File: src/rtl/plic_pkg.sv
// plic_pkg: PLIC register-map offsets, strides and the reserved source ID.
// Helpers return word-aligned byte offsets within the PLIC region.
package plic_pkg;

  localparam logic [29:0] PRIO_BASE  = 30'h0000000;
  localparam logic [29:0] PEND_OFF   = 30'h0001000;
  localparam logic [29:0] MODE_OFF   = 30'h0001080;
  localparam logic [29:0] EN_BASE    = 30'h0002000;
  localparam logic [29:0] EN_STRIDE  = 30'h0000080;
  localparam logic [29:0] CTX_BASE   = 30'h0200000;
  localparam logic [29:0] CTX_STRIDE = 30'h0001000;
  localparam logic [29:0] CLAIM_OFF  = 30'h0000004;
  localparam int          SRC_RSVD   = 0;

  function automatic logic [29:0] prio_addr(input int i);
    return PRIO_BASE + 30'(4 * i);
  endfunction

  function automatic logic [29:0] en_addr(input int c);
    return EN_BASE + EN_STRIDE * 30'(c);
  endfunction

  function automatic logic [29:0] thr_addr(input int c);
    return CTX_BASE + CTX_STRIDE * 30'(c);
  endfunction

  function automatic logic [29:0] claim_addr(input int c);
    return CTX_BASE + CTX_STRIDE * 30'(c) + CLAIM_OFF;
  endfunction

endpackage

File: src/rtl/plic_gateway.sv
// plic_gateway: per-source gateway holding pending/inflight state, with a
// one-deep edge latch so one edge seen while busy is replayed after complete.
module plic_gateway (
  input  logic clk,
  input  logic rst_n,
  input  logic i_src,
  input  logic i_edge,
  input  logic i_claim,
  input  logic i_complete,
  output logic o_pending,
  output logic o_inflight
);

  logic r_pending, r_inflight, r_prev, r_latch;
  logic w_busy, w_trig;

  assign w_busy     = r_pending | r_inflight;
  assign w_trig     = i_edge ? (i_src & ~r_prev) : i_src;
  assign o_pending  = r_pending;
  assign o_inflight = r_inflight;

  always_ff @(posedge clk or negedge rst_n) begin
    if (!rst_n) begin
      r_pending  <= 1'b0;
      r_inflight <= 1'b0;
      r_prev     <= 1'b0;
      r_latch    <= 1'b0;
    end else begin
      r_prev     <= i_src;
      r_pending  <= i_claim ? 1'b0 : (r_pending | (~w_busy & (w_trig | r_latch)));
      r_inflight <= i_claim ? 1'b1 : (i_complete ? 1'b0 : r_inflight);
      // latch holds while busy; it is consumed by the pending set above
      r_latch    <= i_edge & w_busy & (r_latch | w_trig);
    end
  end

endmodule

File: src/rtl/plic_mctx.sv
// plic_mctx: multi-context PLIC with per-context priority arbitration and claim/complete.
// Define PLIC_EDGE_GATEWAY_EN to add the per-source edge/level mode register.
module plic_mctx
  import plic_pkg::*;
#(
  parameter int N_CTX      = 2,
  parameter int N_INT_SRC  = 32,
  parameter int W_INT_PRIO = 3
) (
  input  logic                  CLK,
  input  logic                  RST_X,
  input  logic [29:0]           w_offset,
  input  logic                  w_we,
  input  logic                  w_re,
  input  logic [31:0]           w_wdata,
  output logic [31:0]           w_rdata,
  input  logic [N_INT_SRC-1:0]  w_irq_src,
  output logic [N_CTX-1:0]      w_eip
);

  localparam int W_ID = $clog2(N_INT_SRC);
  localparam logic [N_INT_SRC-1:0] SRC_MASK = ~(N_INT_SRC'(1) << SRC_RSVD);

  logic [W_INT_PRIO-1:0] r_prio [N_INT_SRC];
  logic [N_INT_SRC-1:0]  r_en [N_CTX];
  logic [W_INT_PRIO-1:0] r_thr [N_CTX];
  logic [W_ID-1:0]       r_best_id [N_CTX];
  logic [W_INT_PRIO-1:0] r_best_prio [N_CTX];
  logic [31:0]           r_rdata;

  logic [29:0]           w_a;
  logic [31:0]           w_rd;
  logic [N_INT_SRC-1:0]  w_src, w_pend, w_inflight, w_mode, w_claim, w_cmp, w_prio_we;
  logic [N_CTX-1:0]      w_en_we, w_thr_we, w_cok;
  logic [W_ID-1:0]       w_id;
  logic                  w_id_ok;
  logic [W_ID-1:0]       w_arb_id [N_CTX];
  logic [W_INT_PRIO-1:0] w_arb_prio [N_CTX];

  assign w_a     = w_offset & ~30'h3;
  assign w_src   = w_irq_src & SRC_MASK;
  assign w_id    = w_wdata[W_ID-1:0];
  assign w_id_ok = (w_wdata != 32'd0) && (w_wdata < 32'(N_INT_SRC));
  assign w_rdata = r_rdata;

`ifdef PLIC_EDGE_GATEWAY_EN
  logic [N_INT_SRC-1:0] r_mode;
  logic                 w_mode_we;
  assign w_mode    = r_mode;
  assign w_mode_we = w_we && (w_a == MODE_OFF);
  always_ff @(posedge CLK or negedge RST_X) begin
    if (!RST_X) r_mode <= '0;
    else if (w_mode_we) r_mode <= w_wdata[N_INT_SRC-1:0] & SRC_MASK;
  end
`else
  assign w_mode = '0;
`endif

  for (genvar i = 0; i < N_INT_SRC; i++) begin : g_gw
    plic_gateway u_gw (
      .clk        (CLK),
      .rst_n      (RST_X),
      .i_src      (w_src[i]),
      .i_edge     (w_mode[i]),
      .i_claim    (w_claim[i]),
      .i_complete (w_cmp[i]),
      .o_pending  (w_pend[i]),
      .o_inflight (w_inflight[i])
    );
  end

  // a claim is honoured only if the registered winner is still pending
  for (genvar c = 0; c < N_CTX; c++) begin : g_ctx
    assign w_eip[c] = r_best_id[c] != '0;
    assign w_cok[c] = (r_best_id[c] != '0) && (r_best_prio[c] != '0) && w_pend[r_best_id[c]];
  end

  always_comb begin
    for (int c = 0; c < N_CTX; c++) begin
      w_arb_id[c]   = '0;
      w_arb_prio[c] = r_thr[c];
      for (int i = 1; i < N_INT_SRC; i++)
        if (w_pend[i] && r_en[c][i] && (r_prio[i] > w_arb_prio[c])) begin
          w_arb_id[c]   = W_ID'(i);
          w_arb_prio[c] = r_prio[i];
        end
    end
  end

  always_comb begin
    w_rd      = '0;
    w_prio_we = '0;
    w_en_we   = '0;
    w_thr_we  = '0;
    w_claim   = '0;
    w_cmp     = '0;
    if (w_a == PEND_OFF) w_rd = 32'(w_pend);
`ifdef PLIC_EDGE_GATEWAY_EN
    if (w_a == MODE_OFF) w_rd = 32'(r_mode);
`endif
    for (int i = 1; i < N_INT_SRC; i++)
      if (w_a == prio_addr(i)) begin
        w_rd         = 32'(r_prio[i]);
        w_prio_we[i] = w_we;
      end
    for (int c = 0; c < N_CTX; c++) begin
      if (w_a == en_addr(c)) begin
        w_rd       = 32'(r_en[c]);
        w_en_we[c] = w_we;
      end
      if (w_a == thr_addr(c)) begin
        w_rd        = 32'(r_thr[c]);
        w_thr_we[c] = w_we;
      end
      if (w_a == claim_addr(c)) begin
        w_rd = w_cok[c] ? 32'(r_best_id[c]) : 32'd0;
        if (w_re && w_cok[c]) w_claim[r_best_id[c]] = 1'b1;
        if (w_we && w_id_ok && w_inflight[w_id] && r_en[c][w_id]) w_cmp[w_id] = 1'b1;
      end
    end
  end

  always_ff @(posedge CLK or negedge RST_X) begin
    if (!RST_X) begin
      r_rdata <= '0;
      for (int i = 0; i < N_INT_SRC; i++) r_prio[i] <= '0;
      for (int c = 0; c < N_CTX; c++) begin
        r_en[c]        <= '0;
        r_thr[c]       <= '0;
        r_best_id[c]   <= '0;
        r_best_prio[c] <= '0;
      end
    end else begin
      if (w_re) r_rdata <= w_rd;
      for (int i = 1; i < N_INT_SRC; i++)
        if (w_prio_we[i]) r_prio[i] <= w_wdata[W_INT_PRIO-1:0];
      for (int c = 0; c < N_CTX; c++) begin
        if (w_en_we[c]) r_en[c] <= w_wdata[N_INT_SRC-1:0] & SRC_MASK;
        if (w_thr_we[c]) r_thr[c] <= w_wdata[W_INT_PRIO-1:0];
        r_best_id[c]   <= w_arb_id[c];
        r_best_prio[c] <= (w_arb_id[c] != '0) ? w_arb_prio[c] : '0;
      end
    end
  end

endmodule

File: config.mk
export PLATFORM = sky130hd
export DESIGN_NAME = plic_mctx
export DESIGN_NICKNAME = d
export VERILOG_FILES = /design/src/rtl/plic_pkg.sv /design/src/rtl/plic_gateway.sv /design/src/rtl/plic_mctx.sv
export SDC_FILE = /design/constraint.sdc
export NUM_CORES = 1
export LEC_CHECK = 0
export BUFFER_PORTS_ARGS = -buffer_cell sky130_fd_sc_hd__buf_2
export CAP_MARGIN = 30
export CELL_PAD_IN_SITES_DETAIL_PLACEMENT = 1
export CELL_PAD_IN_SITES_GLOBAL_PLACEMENT = 1
export CORE_UTILIZATION = 25
export CTS_CLUSTER_DIAMETER = 120
export DETAILED_ROUTE_END_ITERATION = 8
export PLACE_DENSITY_LB_ADDON = 0.1
export SLEW_MARGIN = 20
export SYNTH_ARGS = -nofsm -noshare
export SYNTH_HDL_FRONTEND = slang
export SYNTH_SLANG_ARGS = --single-unit
File: constraint.sdc
create_clock -name CLK -period 51.6 [get_ports CLK]
set_clock_uncertainty 0.05 [all_clocks]
set_input_delay 10.32 -clock CLK [delete_from_list [all_inputs] [get_ports CLK]]
set_output_delay 10.32 -clock CLK [all_outputs]
set_load 0.03 [all_outputs]
==> impl_metrics.yaml <==
placed_design:
  place_inst: 3719
  portBuffers: 128
  placement.cell_area_sq_mm: 0.0237
  place_congestion: 0.897
  hpwlAfterDp_um: 83700
sta:
  final.min_clock_period_ns: 45.22
  worst_pin_slew_ns: 1.01
  fin_setup_tns_ns: 0
  max-slew-margin-rel_pct: 32.0
  slew_viol_final: 0
  clock.fmax_mhz: 22.1
  timing.final.setup_violations: 0
  unrepaired_setup_endpoints_after_global_routing: "no"
  post-route-period-util_pct: 87.6
  final_hold_viol_count: 0
power_and_ir_drop:
  power_switching_uw: 130
  clock_power_share_pct: 50.9
  power-per-cell-area_mw_per_mm2: 20.0
  sw_frac_of_total_pct: 26.0
  total_power_uw: 501
  worst_ir_drop_vdd_mv: 0.0192
  intPower_uw: 371
  power.combinational.fraction_pct: 6.0
  seq_power_share_pct: 43.1
  power.leakage_nw: 10.9
die:
  ioPinCount: 132
  die_x_um: 298
  die-area_sq_mm: 0.0887
  die_extent_in_y_um: 298
  std_cell_rows: 108
  fp.coreArea_sq_mm: 0.0868
  initial_utilization_pct: 25.2
global_routing:
  number_of_antenna_violations_at_the_first_check_in_global_routing: 4
  grt_max_degree: 81
  gr-usage-all-layers_pct: 23.7
  first_pass_grt_wire_length_um: 157000
  grt_pass1_vias: 22300
  gr-total-overflow: 0
final_layout:
  layout.cells.most_common: "sky130_fd_sc_hd__nand2_1"
  post_layout_nonfiller_instances: 3790
  final_util_pct: 28.8
  fin_nets: 2782
  final.fill_count: 10200
  layout-drive-gt1-share_pct: 19.3
  design_area_sq_mm: 0.0250
  area.growth.synth_to_final_pct: 14.3
  final_cell_mix: "sky130_fd_sc_hd__nand2_1, sky130_fd_sc_hd__dfrtp_1, sky130_fd_sc_hd__nor2_1"
worst_hold_path:
  worstHoldPathType: "flop to flop"
yosys:
  synthesis.instances: 2535
  syn-cell-area_sq_mm: 0.0219
  yosysSeqAreaShare_pct: 31.1
  ys_types: 105
  count_of_flip_flops_with_a_built_in_enable_after_synthesis: 0
  postSynthAreaPerCell_sq_um: 8.63
  synthesis.nets: 2707
  synth_ff_type: "sky130_fd_sc_hd__dfrtp_1"
  async_set_or_reset_register_ratio_after_synthesis_pct: 100
  synth_seq_cells: 272
  ys_warn_count: 0
critical_path:
  arrival_ns: 45.61
  cp.required_ns: 51.99
  cpMostUsedCell: "sky130_fd_sc_hd__ha_1"
  cp_slowest_cell: "sky130_fd_sc_hd__or4_1"
  worst_setup_path_end_kind: "flop"
  timing_worst_setup_path_type: "flop to flop"
  crit_path_max_fanout: 7
  cpPeakStageDelay_ns: 0.63
  start_kind: "flop"
route:
  detail_route.iter0.violations: 1627
  drt_wl_total_um: 107000
  routed_wire_length_per_instance_um: 28.2
  antenna_left: 0
  drt-vias-per-instance: 5.71
  dr.pass1.iters: 7
  drt_drc_violations_left: 0
  routed-via-count: 21700
clock_tree:
  cts_tree: "built"
  number_of_buffers_added_by_the_clock_tree_synthesis_step: 36
  cts_max_path_buffers: 3
  post_cts_buffers: 0
  postCtsResizedCells: 0
  clock_transition_at_the_register_clock_pins_on_the_worst_setup_and_hold_paths_after_cts_ns: 0.06
  clock_tree.htree_level_count: 2
  cts-root-buf: "sky130_fd_sc_hd__clkbuf_16"
  clock_latency_ns: 0.58
  cts_hold_buf: 0
  tritoncts_sinks: 272
outcome:
  status: "completed"
flow_run:
  max-cap-violations: 0
-- path summary, 6_finish.rpt --
check | cells past startpoint | from | slack [ns] | end
setup / recovery | 195 | r_prio[91] | 6.38 | r_best_prio[3]
hold / removal | 0 | g_gw[0].u_gw.o_inflight | 0.33 | g_gw[0].u_gw.o_inflight
setup reg to reg | 195 | r_prio[91] | 6.38 | r_best_prio[3]
hold reg to reg | 0 | g_gw[0].u_gw.o_inflight | 0.33 | g_gw[0].u_gw.o_inflight
max in group asynchronous | 5 | RST_X | 40.06 | r_prio[25]
min in group asynchronous | 1 | RST_X | 9.67 | g_gw[9].u_gw.o_inflight
-- power groups by stage --
stage          Sequential, mW  Combinational (mW)  Clock (mW)
2_1_floorplan           0.223             0.00800           0
3_3_place_gp            0.220              0.0297           0
3_5_place_dp            0.220              0.0299           0
4_1_cts                 0.216              0.0300       0.263
5_1_grt                 0.216              0.0323       0.270
6_report                0.216              0.0300       0.255
-- Yosys cell counts (44+ instances only) --
| cell type | number | area [sq um] |
|---|---|---|
| sky130_fd_sc_hd__and2_1 | 54 | 338 |
| sky130_fd_sc_hd__nand2_1 | 278 | 1040 |
| sky130_fd_sc_hd__nor3_1 | 56 | 280 |
| sky130_fd_sc_hd__a21oi_1 | 153 | 766 |
| sky130_fd_sc_hd__nand3_1 | 89 | 445 |
| sky130_fd_sc_hd__nor2b_1 | 44 | 275 |
| sky130_fd_sc_hd__mux2_2 | 171 | 1930 |
| sky130_fd_sc_hd__o21ai_0 | 99 | 495 |
| sky130_fd_sc_hd__and3_1 | 48 | 300 |
| sky130_fd_sc_hd__inv_1 | 112 | 420 |
| sky130_fd_sc_hd__dfrtp_1 | 272 | 6810 |
| sky130_fd_sc_hd__ha_1 | 74 | 926 |
| sky130_fd_sc_hd__nor2_1 | 259 | 972 |
| sky130_fd_sc_hd__clkbuf_1 | 116 | 435 |
| sky130_fd_sc_hd__a22oi_1 | 46 | 345 |
-- layout make-up --
cell class              instances  area [sq um]  share of cell area, %
multi-input cells            2020         14200                   56.7
flip-flops and latches        272          6810                   27.2
well taps                    1155          1450                   5.78
clock buffers                  49          1010                   4.04
repair buffers                168           986                   3.94
inverters                     112           420                   1.68
clock inverters                12           151                  0.605
diodes                          2          5.00                 0.0200
-- metrics by stage --
step                hold WS [ns]  worst slack (ns)
finish                     0.335              6.38
global route               0.350              3.34
CTS                        0.339              6.61
detailed placement         0.326              6.83
global placement           0.311              7.67
floorplan                  0.375             13.47
-- critical path: cells and delay by family, from the launching register on --
kind | cells | cell delay (ns)
muxes | 11 | 4.27
buffers and inverters | 6 | 0.67
adders and majority gates | 45 | 13.35
AOI/OAI and AO/OA | 71 | 16.89
DFF | 1 | 0.51
and+or+nand+nor | 62 | 9.34
-- state kept, by name, indices dropped and copies added, names as in the netlist --
name	count
r_thr	6
w_rdata	32
r_best_prio	6
r_en	62
r_best_id	10
r_prio	93
g_gw.u_gw.o_pending	31
g_gw.u_gw.o_inflight	32
-- per-layer routing --
| metal | up-vias | routed length [um] | track usage (%) |
|---|---|---|---|
| li1 | 9766 | - | - |
| met1 | 11200 | 50900 | 33.6 |
| met2 | 557 | 48500 | 38.0 |
| met3 | 101 | 5020 | 3.31 |
| met4 | 2 | 2290 | 5.19 |
| met5 | - | 20 | 0 |
-- logic make-up after synthesis --
logic type               Yosys count  share of synthesized area (%)
AO/OA/AOI/OAI                    725                           24.3
adder cells (fa/ha/maj)           91                           5.01
buffers and inverters            243                           4.21
flip-flops                       272                           31.1
multiplexers                     233                           14.1
AND/OR/NAND/NOR                  971                           21.3
Note: power is estimated with default switching activity, not from simulation.
